## config.mk

```make
export PLATFORM = sky130hd
export DESIGN_NAME = stage_seq_ctrl_flat
export DESIGN_NICKNAME = d
export VERILOG_FILES = /design/src/rtl/stage_seq_ctrl_if.sv /design/src/rtl/stage_seq_ctrl.sv /design/src/flat_wrapper.sv
export SDC_FILE = /design/constraint.sdc
export NUM_CORES = 1
export LEC_CHECK = 0
export CAP_MARGIN = 40
export CORE_ASPECT_RATIO = 2
export CORE_MARGIN = 5
export CORE_UTILIZATION = 55
export CTS_CLUSTER_SIZE = 40
export DETAILED_ROUTE_END_ITERATION = 7
export GPL_TIMING_DRIVEN = 0
export HOLD_SLACK_MARGIN = 0.1
export PLACE_DENSITY = 0.93
export SLEW_MARGIN = 20
export SYNTH_ARGS = -nofsm -noshare
export SYNTH_HDL_FRONTEND = slang
export SYNTH_SLANG_ARGS = --single-unit
```

## constraint.sdc

```tcl
create_clock -name clk -period 6 [get_ports clk]
set_clock_uncertainty 0.15 [all_clocks]
set_input_delay 0.9 -clock clk [delete_from_list [all_inputs] [get_ports clk]]
set_output_delay 0.9 -clock clk [all_outputs]
set_load 0.005 [all_outputs]
```

## src/rtl/stage_seq_ctrl_if.sv

```systemverilog
// Control/status bundle between the host/debug pins, the stage sequencer
// and the datapath stage registers.
interface stage_seq_ctrl_if #(
  parameter int CNT_W = 16
);
  logic             run;
  logic             step;
  logic             halt_req;
  logic             mem_wait;
  logic             en_ft;
  logic             en_dc;
  logic             en_ex;
  logic             en_wb;
  logic             adv;
  logic             busy;
  logic             halted;
  logic             err;
  logic [CNT_W-1:0] instr_cnt;
  logic [2:0]       state;

  modport master (
    output run, step, halt_req, mem_wait,
    input  en_ft, en_dc, en_ex, en_wb, adv, busy, halted, err, instr_cnt, state
  );

  modport slave (
    input  run, step, halt_req, mem_wait,
    output en_ft, en_dc, en_ex, en_wb, adv, busy, halted, err, instr_cnt, state
  );
endinterface

```

## src/rtl/stage_seq_ctrl.sv

```systemverilog
// Four-phase FT/DC/EX/WB instruction sequencer for the 15-bit CPU with
// run/step/halt control, memory-wait stalls and a wait-timeout error trap.
module stage_seq_ctrl #(
  parameter int CNT_W    = 16,
  parameter int WAIT_MAX = 15
) (
  input logic             clk,
  input logic             rst_n,
  stage_seq_ctrl_if.slave bus
);

  typedef enum logic [2:0] {
    S_IDLE  = 3'd0,
    S_FT    = 3'd1,
    S_DC    = 3'd2,
    S_EX    = 3'd3,
    S_WB    = 3'd4,
    S_HALT  = 3'd5,
    S_ERROR = 3'd6
  } state_t;

  localparam logic [7:0] WAIT_LAST = 8'(WAIT_MAX - 1);

  state_t           state_q;
  state_t           state_d;
  logic [7:0]       wait_q;
  logic [7:0]       wait_d;
  logic [CNT_W-1:0] cnt_q;
  logic             step_mode_q;
  logic             step_mode_d;
  logic             halt_q;
  logic             halt_d;
  logic             step_q;
  logic             en_ft_q;
  logic             en_dc_q;
  logic             en_ex_q;
  logic             en_wb_q;
  logic             busy_q;
  logic             halted_q;
  logic             err_q;
  logic             cnt_inc;
  logic             wait_bump;
  logic             step_edge;
  logic             in_busy;

  assign step_edge = bus.step & ~step_q;
  assign in_busy   = (state_q == S_FT) | (state_q == S_DC) |
                     (state_q == S_EX) | (state_q == S_WB);

  // Next-state, wait-counter and halt-latch decisions
  always_comb begin
    state_d     = state_q;
    step_mode_d = step_mode_q;
    cnt_inc     = 1'b0;
    wait_bump   = 1'b0;
    case (state_q)
      S_IDLE: begin
        if (bus.run) begin
          state_d     = S_FT;
          step_mode_d = 1'b0;
        end else if (step_edge) begin
          state_d     = S_FT;
          step_mode_d = 1'b1;
        end else begin
          state_d = S_IDLE;
        end
      end
      S_FT, S_EX: begin
        if (!bus.mem_wait) begin
          state_d = (state_q == S_FT) ? S_DC : S_WB;
        end else if (wait_q == WAIT_LAST) begin
          state_d = S_ERROR;
        end else begin
          wait_bump = 1'b1;
        end
      end
      S_DC: state_d = S_EX;
      S_WB: begin
        cnt_inc = 1'b1;
        // A HALT flagged in the write-back cycle itself still stops here
        if (halt_q || bus.halt_req) begin
          state_d = S_HALT;
        end else if (step_mode_q || !bus.run) begin
          state_d = S_IDLE;
        end else begin
          state_d = S_FT;
        end
      end
      S_HALT: begin
        if (!bus.run) begin
          state_d = S_IDLE;
        end else begin
          state_d = S_HALT;
        end
      end
      S_ERROR: state_d = S_ERROR;
      default: state_d = S_IDLE;
    endcase

    if (state_d != state_q) begin
      wait_d = 8'd0;
    end else if (wait_bump) begin
      wait_d = wait_q + 8'd1;
    end else begin
      wait_d = wait_q;
    end

    if ((state_d == S_FT) && (state_q != S_FT)) begin
      halt_d = 1'b0;
    end else if (in_busy && bus.halt_req) begin
      halt_d = 1'b1;
    end else begin
      halt_d = halt_q;
    end
  end

  // State, counters and registered Moore outputs
  always_ff @(posedge clk or negedge rst_n) begin
    if (!rst_n) begin
      state_q     <= S_IDLE;
      wait_q      <= 8'd0;
      cnt_q       <= '0;
      step_mode_q <= 1'b0;
      halt_q      <= 1'b0;
      step_q      <= 1'b0;
      en_ft_q     <= 1'b0;
      en_dc_q     <= 1'b0;
      en_ex_q     <= 1'b0;
      en_wb_q     <= 1'b0;
      busy_q      <= 1'b0;
      halted_q    <= 1'b0;
      err_q       <= 1'b0;
    end else begin
      state_q     <= state_d;
      wait_q      <= wait_d;
      step_mode_q <= step_mode_d;
      halt_q      <= halt_d;
      step_q      <= bus.step;
      if (cnt_inc) begin
        cnt_q <= cnt_q + CNT_W'(1);
      end else begin
        cnt_q <= cnt_q;
      end
      en_ft_q  <= (state_d == S_FT);
      en_dc_q  <= (state_d == S_DC);
      en_ex_q  <= (state_d == S_EX);
      en_wb_q  <= (state_d == S_WB);
      busy_q   <= (state_d == S_FT) | (state_d == S_DC) |
                  (state_d == S_EX) | (state_d == S_WB);
      halted_q <= (state_d == S_HALT);
      err_q    <= (state_d == S_ERROR);
    end
  end

  assign bus.en_ft     = en_ft_q;
  assign bus.en_dc     = en_dc_q;
  assign bus.en_ex     = en_ex_q;
  assign bus.en_wb     = en_wb_q;
  assign bus.busy      = busy_q;
  assign bus.halted    = halted_q;
  assign bus.err       = err_q;
  assign bus.instr_cnt = cnt_q;
  assign bus.state     = state_q;
  assign bus.adv       = busy_q & ~(bus.mem_wait & (en_ft_q | en_ex_q));

endmodule

```

## src/flat_wrapper.sv

```systemverilog
// flat-port wrapper written by rule: the top's interface ports become plain ports
module stage_seq_ctrl_flat 
#(
  parameter int CNT_W    = 16,
  parameter int WAIT_MAX = 15
)
  (clk, rst_n, bus_run, bus_step, bus_halt_req, bus_mem_wait, bus_en_ft, bus_en_dc, bus_en_ex, bus_en_wb, bus_adv, bus_busy, bus_halted, bus_err, bus_instr_cnt, bus_state);
  stage_seq_ctrl_if #(.CNT_W(CNT_W)) bus_i ();
  input logic clk;
  input logic rst_n;
  input wire logic [$bits(bus_i.run)-1:0] bus_run;
  input wire logic [$bits(bus_i.step)-1:0] bus_step;
  input wire logic [$bits(bus_i.halt_req)-1:0] bus_halt_req;
  input wire logic [$bits(bus_i.mem_wait)-1:0] bus_mem_wait;
  output wire logic [$bits(bus_i.en_ft)-1:0] bus_en_ft;
  output wire logic [$bits(bus_i.en_dc)-1:0] bus_en_dc;
  output wire logic [$bits(bus_i.en_ex)-1:0] bus_en_ex;
  output wire logic [$bits(bus_i.en_wb)-1:0] bus_en_wb;
  output wire logic [$bits(bus_i.adv)-1:0] bus_adv;
  output wire logic [$bits(bus_i.busy)-1:0] bus_busy;
  output wire logic [$bits(bus_i.halted)-1:0] bus_halted;
  output wire logic [$bits(bus_i.err)-1:0] bus_err;
  output wire logic [$bits(bus_i.instr_cnt)-1:0] bus_instr_cnt;
  output wire logic [$bits(bus_i.state)-1:0] bus_state;
  assign bus_i.run = bus_run;
  assign bus_i.step = bus_step;
  assign bus_i.halt_req = bus_halt_req;
  assign bus_i.mem_wait = bus_mem_wait;
  assign bus_en_ft = bus_i.en_ft;
  assign bus_en_dc = bus_i.en_dc;
  assign bus_en_ex = bus_i.en_ex;
  assign bus_en_wb = bus_i.en_wb;
  assign bus_adv = bus_i.adv;
  assign bus_busy = bus_i.busy;
  assign bus_halted = bus_i.halted;
  assign bus_err = bus_i.err;
  assign bus_instr_cnt = bus_i.instr_cnt;
  assign bus_state = bus_i.state;
  stage_seq_ctrl #(.CNT_W(CNT_W), .WAIT_MAX(WAIT_MAX)) u_core (.clk(clk), .rst_n(rst_n), .bus(bus_i));
endmodule
```

==> results of run 1 <==
[Yosys cell counts (2+ instances only)]
master,n
inv_1,5
o21ai_0,4
ha_1,3
nor2_1,16
nand2b_1,3
xnor2_1,13
nand2_1,10
and3_1,7
nor2b_1,4
xor2_1,10
nor3_1,3
nand3_1,2
nand4_1,9
dfrtp_1,37
a21oi_1,3
[kinds of logic after synthesis]
logic type,after synthesis
simple gates,63
flops,37
xor+xnor,23
compound gates,19
buf+inv,9
fa+ha+maj,3
mux,1
[flip-flops by register name, indices dropped and copies added, names as in the netlist]
register,count
u_core.bus.busy,1
u_core.bus.en_ex,1
u_core.bus.en_wb,1
u_core.bus.err,1
u_core.step_mode_q,1
u_core.bus.en_dc,1
u_core.halt_q,1
u_core.wait_q,8
u_core.bus.halted,1
u_core.bus.en_ft,1
u_core.bus.state,3
u_core.step_q,1
u_core.bus.instr_cnt,16
[layer usage]
layer  share of wire  routed length (µm)  up-vias  global-route usage
li1                -                   -      623                   -
met1            0.34                1280      645               0.182
met2            0.59                2230       43               0.369
met3           0.045                 170        9              0.0434
met4           0.021                  80        0              0.0811
met5               0                   0        -                   0
[power by group]
group          switching [µW]  leakage (µW)  total (µW)  internal (µW)
Sequential               45.3      0.000492         346            300
Combinational             188      0.000440         363            175
Clock                    85.6     0.0000585         221            135
Total                     319      0.000990         930            611
[area by class of cell]
cell class / count / area, µm² / area share
sequential: 37 / 926 / 0.418
multi-input combinational: 109 / 759 / 0.343
timing repair buffer: 33 / 335 / 0.151
clock buffer: 7 / 86.3 / 0.0389
tap: 30 / 37.5 / 0.0169
clock inverter: 1 / 30.0 / 0.0135
inverter: 6 / 22.5 / 0.0102
buffer: 3 / 20.0 / 0.00903
[per-stage QoR]
stage	std cells	util	instance area (µm²)	power (µW)	hold slack (ns)
after global routing	226	0.736	2220	990	0.247
after floorplan	155	-	1730	561	0.318
after CTS	226	0.736	2220	936	0.247
after detailed placement	218	0.697	2100	712	0.325
after global placement	217	0.692	2090	691	0.315
final	226	0.736	2220	930	0.248
[worst paths after layout]
path                       slack [ns]                       end
min in group clk                 0.33  u_core.bus.instr_cnt[15]
setup reg to reg                 3.71          u_core.wait_q[7]
max in group asynchronous        5.07   u_core.bus.instr_cnt[2]
setup / recovery                 2.72                   bus_adv
hold / removal                   0.25  u_core.bus.instr_cnt[15]
hold reg to reg                  0.33  u_core.bus.instr_cnt[15]
[critical path, stage by stage]
cell             delay [ns]
clkdlybuf4s50_1        0.58
o21ai_0                0.13
and2_1                 0.18
clkdlybuf4s50_1        0.44
==> results.sh, run 1 <==
export IMPL_postRouteAntennaNets=0
export IMPL_grt_use_total=0.189
export IMPL_outcome="finished clean"
export IMPL_fillCellCount=204
export IMPL_clkTransAtPathRegs_ns=0.07
export IMPL_placementRows=28
export IMPL_area_delta_synth_final_pct=28.3
export IMPL_final_cell_mix="37 x dfrtp_1, 31 x clkdlybuf4s50_1, 16 x nor2_1"
export IMPL_synth_top_area_share=0.536
export IMPL_setup_ws_ns=2.72
export IMPL_rsz0062_at_grt="false"
export IMPL_synth_xor_area_frac=0.117
export IMPL_period_minus_slack_ns=3.28
export IMPL_holdBufCountCts=0
export IMPL_syn_area_um2=1730
export IMPL_setup_violations=0
export IMPL_synth_area_per_cell_um2=11.1
export IMPL_worstSetupStartpoint="bus_mem_wait"
export IMPL_die_w_um=49.6
export IMPL_synth_nets=164
export IMPL_worst_slew_pin_slew_ns=0.584
export IMPL_grt_pass1_vias=1412
export IMPL_syn_instance_count=155
export IMPL_fin_nets=204
export IMPL_die_area_um2=4430
export IMPL_power_density_nw_per_um2=419
export IMPL_finalCritPeriodShare=0.547
export IMPL_synth_simple_area_share=0.207
export IMPL_diodes=0
export IMPL_path_class="input pin to primary output"
export IMPL_crit_fanout=6
export IMPL_cts_tree="done"
export IMPL_min_path_type="input pin to async pin"
export IMPL_async_reset_ff_frac=1.00
export IMPL_clock_path_buffers=2
export IMPL_io_pins=33
export IMPL_grt_max_degree=36
export IMPL_cts_htree_levels=2
export IMPL_overflow=0
export IMPL_coreArea_um2=3010
export IMPL_synth_edf_count=0
export IMPL_synth_top_area_cell="dfrtp_1"
export IMPL_r2r_cells=7
export IMPL_cp_data_arrival_time_ns=2.23
export IMPL_vias=1320
export IMPL_synth_top_family_by_area="simple AND/OR/NAND/NOR gates"
export IMPL_synthDistinctLibCells=41
export IMPL_synthMuxAreaShare=0.00652
export IMPL_hpwl_um=2890
export IMPL_synth_warnings=0
export IMPL_numCtsBuffers=5
export IMPL_drc=0
export IMPL_clock_sinks=37
export IMPL_synth_ff_latch_count=37
export IMPL_cap_violations=0
export IMPL_report_final_slew_viol_count=0
export IMPL_clock_fmax_mhz=305
export IMPL_gp_congestion=0.861
export IMPL_dr_pass1_iters=4
export IMPL_drtIter0Drc=42
export IMPL_tns_ns=0
export IMPL_grt_pass1_wl_um=6410
export IMPL_viasPerCell=5.84
export IMPL_synth_fa_ha_area_frac=0.0217
export IMPL_r2r_start="u_core.wait_q[5]"
export IMPL_hold_viol_final=0
export IMPL_synth_compound_area_share=0.0876
export IMPL_synth_area_leaders="dfrtp_1 54%, xnor2_1 6.6%, xor2_1 5.1%, nor2_1 3.5%, nand4_1 3.3%"
export IMPL_cp_required_ns=4.95
export IMPL_antenna_found_initial=0
export IMPL_floorplan_die_height_um=89.3
export IMPL_cts_setup_buffers=0
export IMPL_start_kind="input pin"
export IMPL_root_buffer="clkbuf_8"
export IMPL_vdd_drop_max_mv=0.289
export IMPL_wl_um=3750
export IMPL_power_leakage_uw=0.000990
export IMPL_final_common_cell="dfrtp_1"
export IMPL_slew_headroom=0.610
export IMPL_worst_skew_pair_late_latency_ns=0.29
export IMPL_start_util=0.574
export IMPL_ys_seq_area_frac=0.536
export IMPL_cp_end_kind="primary output"
export IMPL_io_buffers=32
export IMPL_postCtsResizedCells=0
export IMPL_synthFlopType="dfrtp_1"
export IMPL_post_drt_wl_per_cell_um=16.6
export IMPL_layout_drive_gt1_share=0.0969
export IMPL_dp_slack_ns=2.72
(Power assumes the default switching activity.)
==> inputs of run 2 (changes only) <==
- CORE_UTILIZATION: 55 -> 46
- PLACE_DENSITY: 0.93 -> 0.84
- clock period: 6 -> 2.7 ns (I/O delays scaled with it)
==> run 2 against run 1 <==
Power is 120% higher; highest routed layer unchanged; non-clock buffer count is 1 higher; critical path depth is 3 higher; critical path type is now register to register; utilization is 12 points lower; die area is 16% higher; via count is 4.7% lower; final area is 1.7% higher; sequential share of layout area is 0.70 points lower; worst setup slack worse by 2.3 ns; wire length is 11% lower.
==> results.sh, run 2 (synthesized netlist as in run 1, its figures left out) <==
export IMPL_fin_nets=205
export IMPL_power_leakage_uw=0.000993
export IMPL_drtIter0Drc=15
export IMPL_layout_drive_gt1_share=0.102
export IMPL_grt_use_total=0.151
export IMPL_cap_violations=0
export IMPL_overflow=0
export IMPL_drc=0
export IMPL_report_final_slew_viol_count=0
export IMPL_coreArea_um2=3650
export IMPL_largest_reg_flops=16
export IMPL_numCtsBuffers=5
export IMPL_start_util=0.474
export IMPL_diodes=0
export IMPL_viasPerCell=5.11
export IMPL_postCtsResizedCells=0
export IMPL_cp_end_kind="register"
export IMPL_cp_data_arrival_time_ns=2.30
export IMPL_floorplan_die_height_um=96.7
export IMPL_dr_pass1_iters=5
export IMPL_hpwl_um=2500
export IMPL_stdcell_count=246
export IMPL_worst_skew_pair_late_latency_ns=0.29
export IMPL_vdd_drop_max_mv=0.519
export IMPL_final_common_cell="dfrtp_1"
export IMPL_cts_htree_levels=2
export IMPL_gp_congestion=0.762
export IMPL_clock_sinks=37
export IMPL_postRouteAntennaNets=0
export IMPL_rsz0062_at_grt="false"
export IMPL_wl_um=3340
export IMPL_clock_path_buffers=2
export IMPL_path_class="register to register"
export IMPL_cp_required_ns=2.71
export IMPL_crit_fanout=10
export IMPL_placedCellCount=237
export IMPL_io_buffers=32
export IMPL_grt_max_degree=34
export IMPL_die_area_um2=5160
export IMPL_cts_tree="done"
export IMPL_slew_headroom=0.597
export IMPL_setup_violations=0
export IMPL_cpPeakStageDelay_ns=0.41
export IMPL_root_buffer="clkbuf_8"
export IMPL_hold_ws_ns=0.324
export IMPL_slowest_stage="dfrtp_1"
export IMPL_placementRows=31
export IMPL_io_pins=33
export IMPL_area_delta_synth_final_pct=30.5
export IMPL_vias=1258
export IMPL_clock_fmax_mhz=436
export IMPL_grt_pass1_vias=1354
export IMPL_period_minus_slack_ns=2.29
export IMPL_crit_chain="or3_1 > o21a_1 > buf_6 > nor4_4 > inv_2 > o211ai_4 > a211oi_1"
export IMPL_start_kind="register"
export IMPL_min_path_type="input pin to async pin"
export IMPL_worst_slew_pin_slew_ns=0.604
export IMPL_die_w_um=53.3
export IMPL_tns_ns=0
export IMPL_outcome="finished clean"
export IMPL_final_cell_mix="37 x dfrtp_1, 31 x clkdlybuf4s50_1, 16 x nor2_1"
export IMPL_power_density_nw_per_um2=913
export IMPL_antenna_found_initial=0
export IMPL_hold_viol_final=0
export IMPL_finalCritPeriodShare=0.849
export IMPL_clkTransAtPathRegs_ns=0.08
export IMPL_post_drt_wl_per_cell_um=13.6
export IMPL_grt_pass1_wl_um=5830
-- run 2: cell count changes in the layout (fill, tap and decap cells not counted) --
cell / change
clkinvlp_4: +1
dlygate4sd3_1: +1
clkbuf_1: -1
-- run 2: worst paths after layout --
| path | start | to | slack (ns) | depth (start not counted) |
|---|---|---|---|---|
| worst max-delay path | u_core.wait_q[4] | u_core.wait_q[1] | 0.41 | 7 |
| worst min-delay path | rst_n | u_core.bus.instr_cnt[3] | 0.32 | 2 |
| worst min register to register | u_core.bus.instr_cnt[15] | u_core.bus.instr_cnt[15] | 0.33 | 1 |
| max in group asynchronous | rst_n | u_core.wait_q[6] | 1.69 | 3 |
| worst max register to register | u_core.wait_q[4] | u_core.wait_q[1] | 0.41 | 7 |
| min in group clk | u_core.bus.instr_cnt[15] | u_core.bus.instr_cnt[15] | 0.33 | 1 |
-- run 2: where the power goes --
| group | total [µW] | internal [µW] | switching (µW) |
|---|---|---|---|
| registers | 774 | 667 | 107 |
| clock network | 498 | 300 | 198 |
| logic | 785 | 390 | 396 |
-- run 2: layer usage --
layer / global-route usage / up-vias / share of wire
li1: - / 615 / -
met1: 0.162 / 608 / 0.38
met2: 0.257 / 29 / 0.55
met3: 0.0400 / 6 / 0.043
met4: 0.0748 / 0 / 0.022
met5: 0 / - / 0
-- run 2: worst max-delay path: cells and delay by family, from the launching register on --
family,cells,cell delay (ns)
compound gates,3,0.58
buf+inv,2,0.25
flops,1,0.41
simple gates,2,0.77
-- run 2: what timing repair did --
action	4_1_cts	5_1_grt
hold buffers	1	0
buffers inserted	0	0
endpoints found under the hold margin	37	0
-- run 2: stage by stage --
step	cell area, µm²	setup slack [ns]	total power (µW)	util
floorplan	1730	0.621	1250	-
global placement	2110	0.149	1560	0.579
detailed placement	2120	0.151	1580	0.583
CTS	2250	0.375	2080	0.618
global route	2250	0.286	2190	0.618
finish	2250	0.406	2060	0.618
-- run 2: area by class of cell --
type,instances,area (µm²)
multi-input combinational,109,759
clock buffer,6,82.6
tap,49,61.3
inverter,6,22.5
timing repair buffer,34,345
buffer,3,20.0
clock inverter,2,37.5
sequential,37,926
fill,314,1390
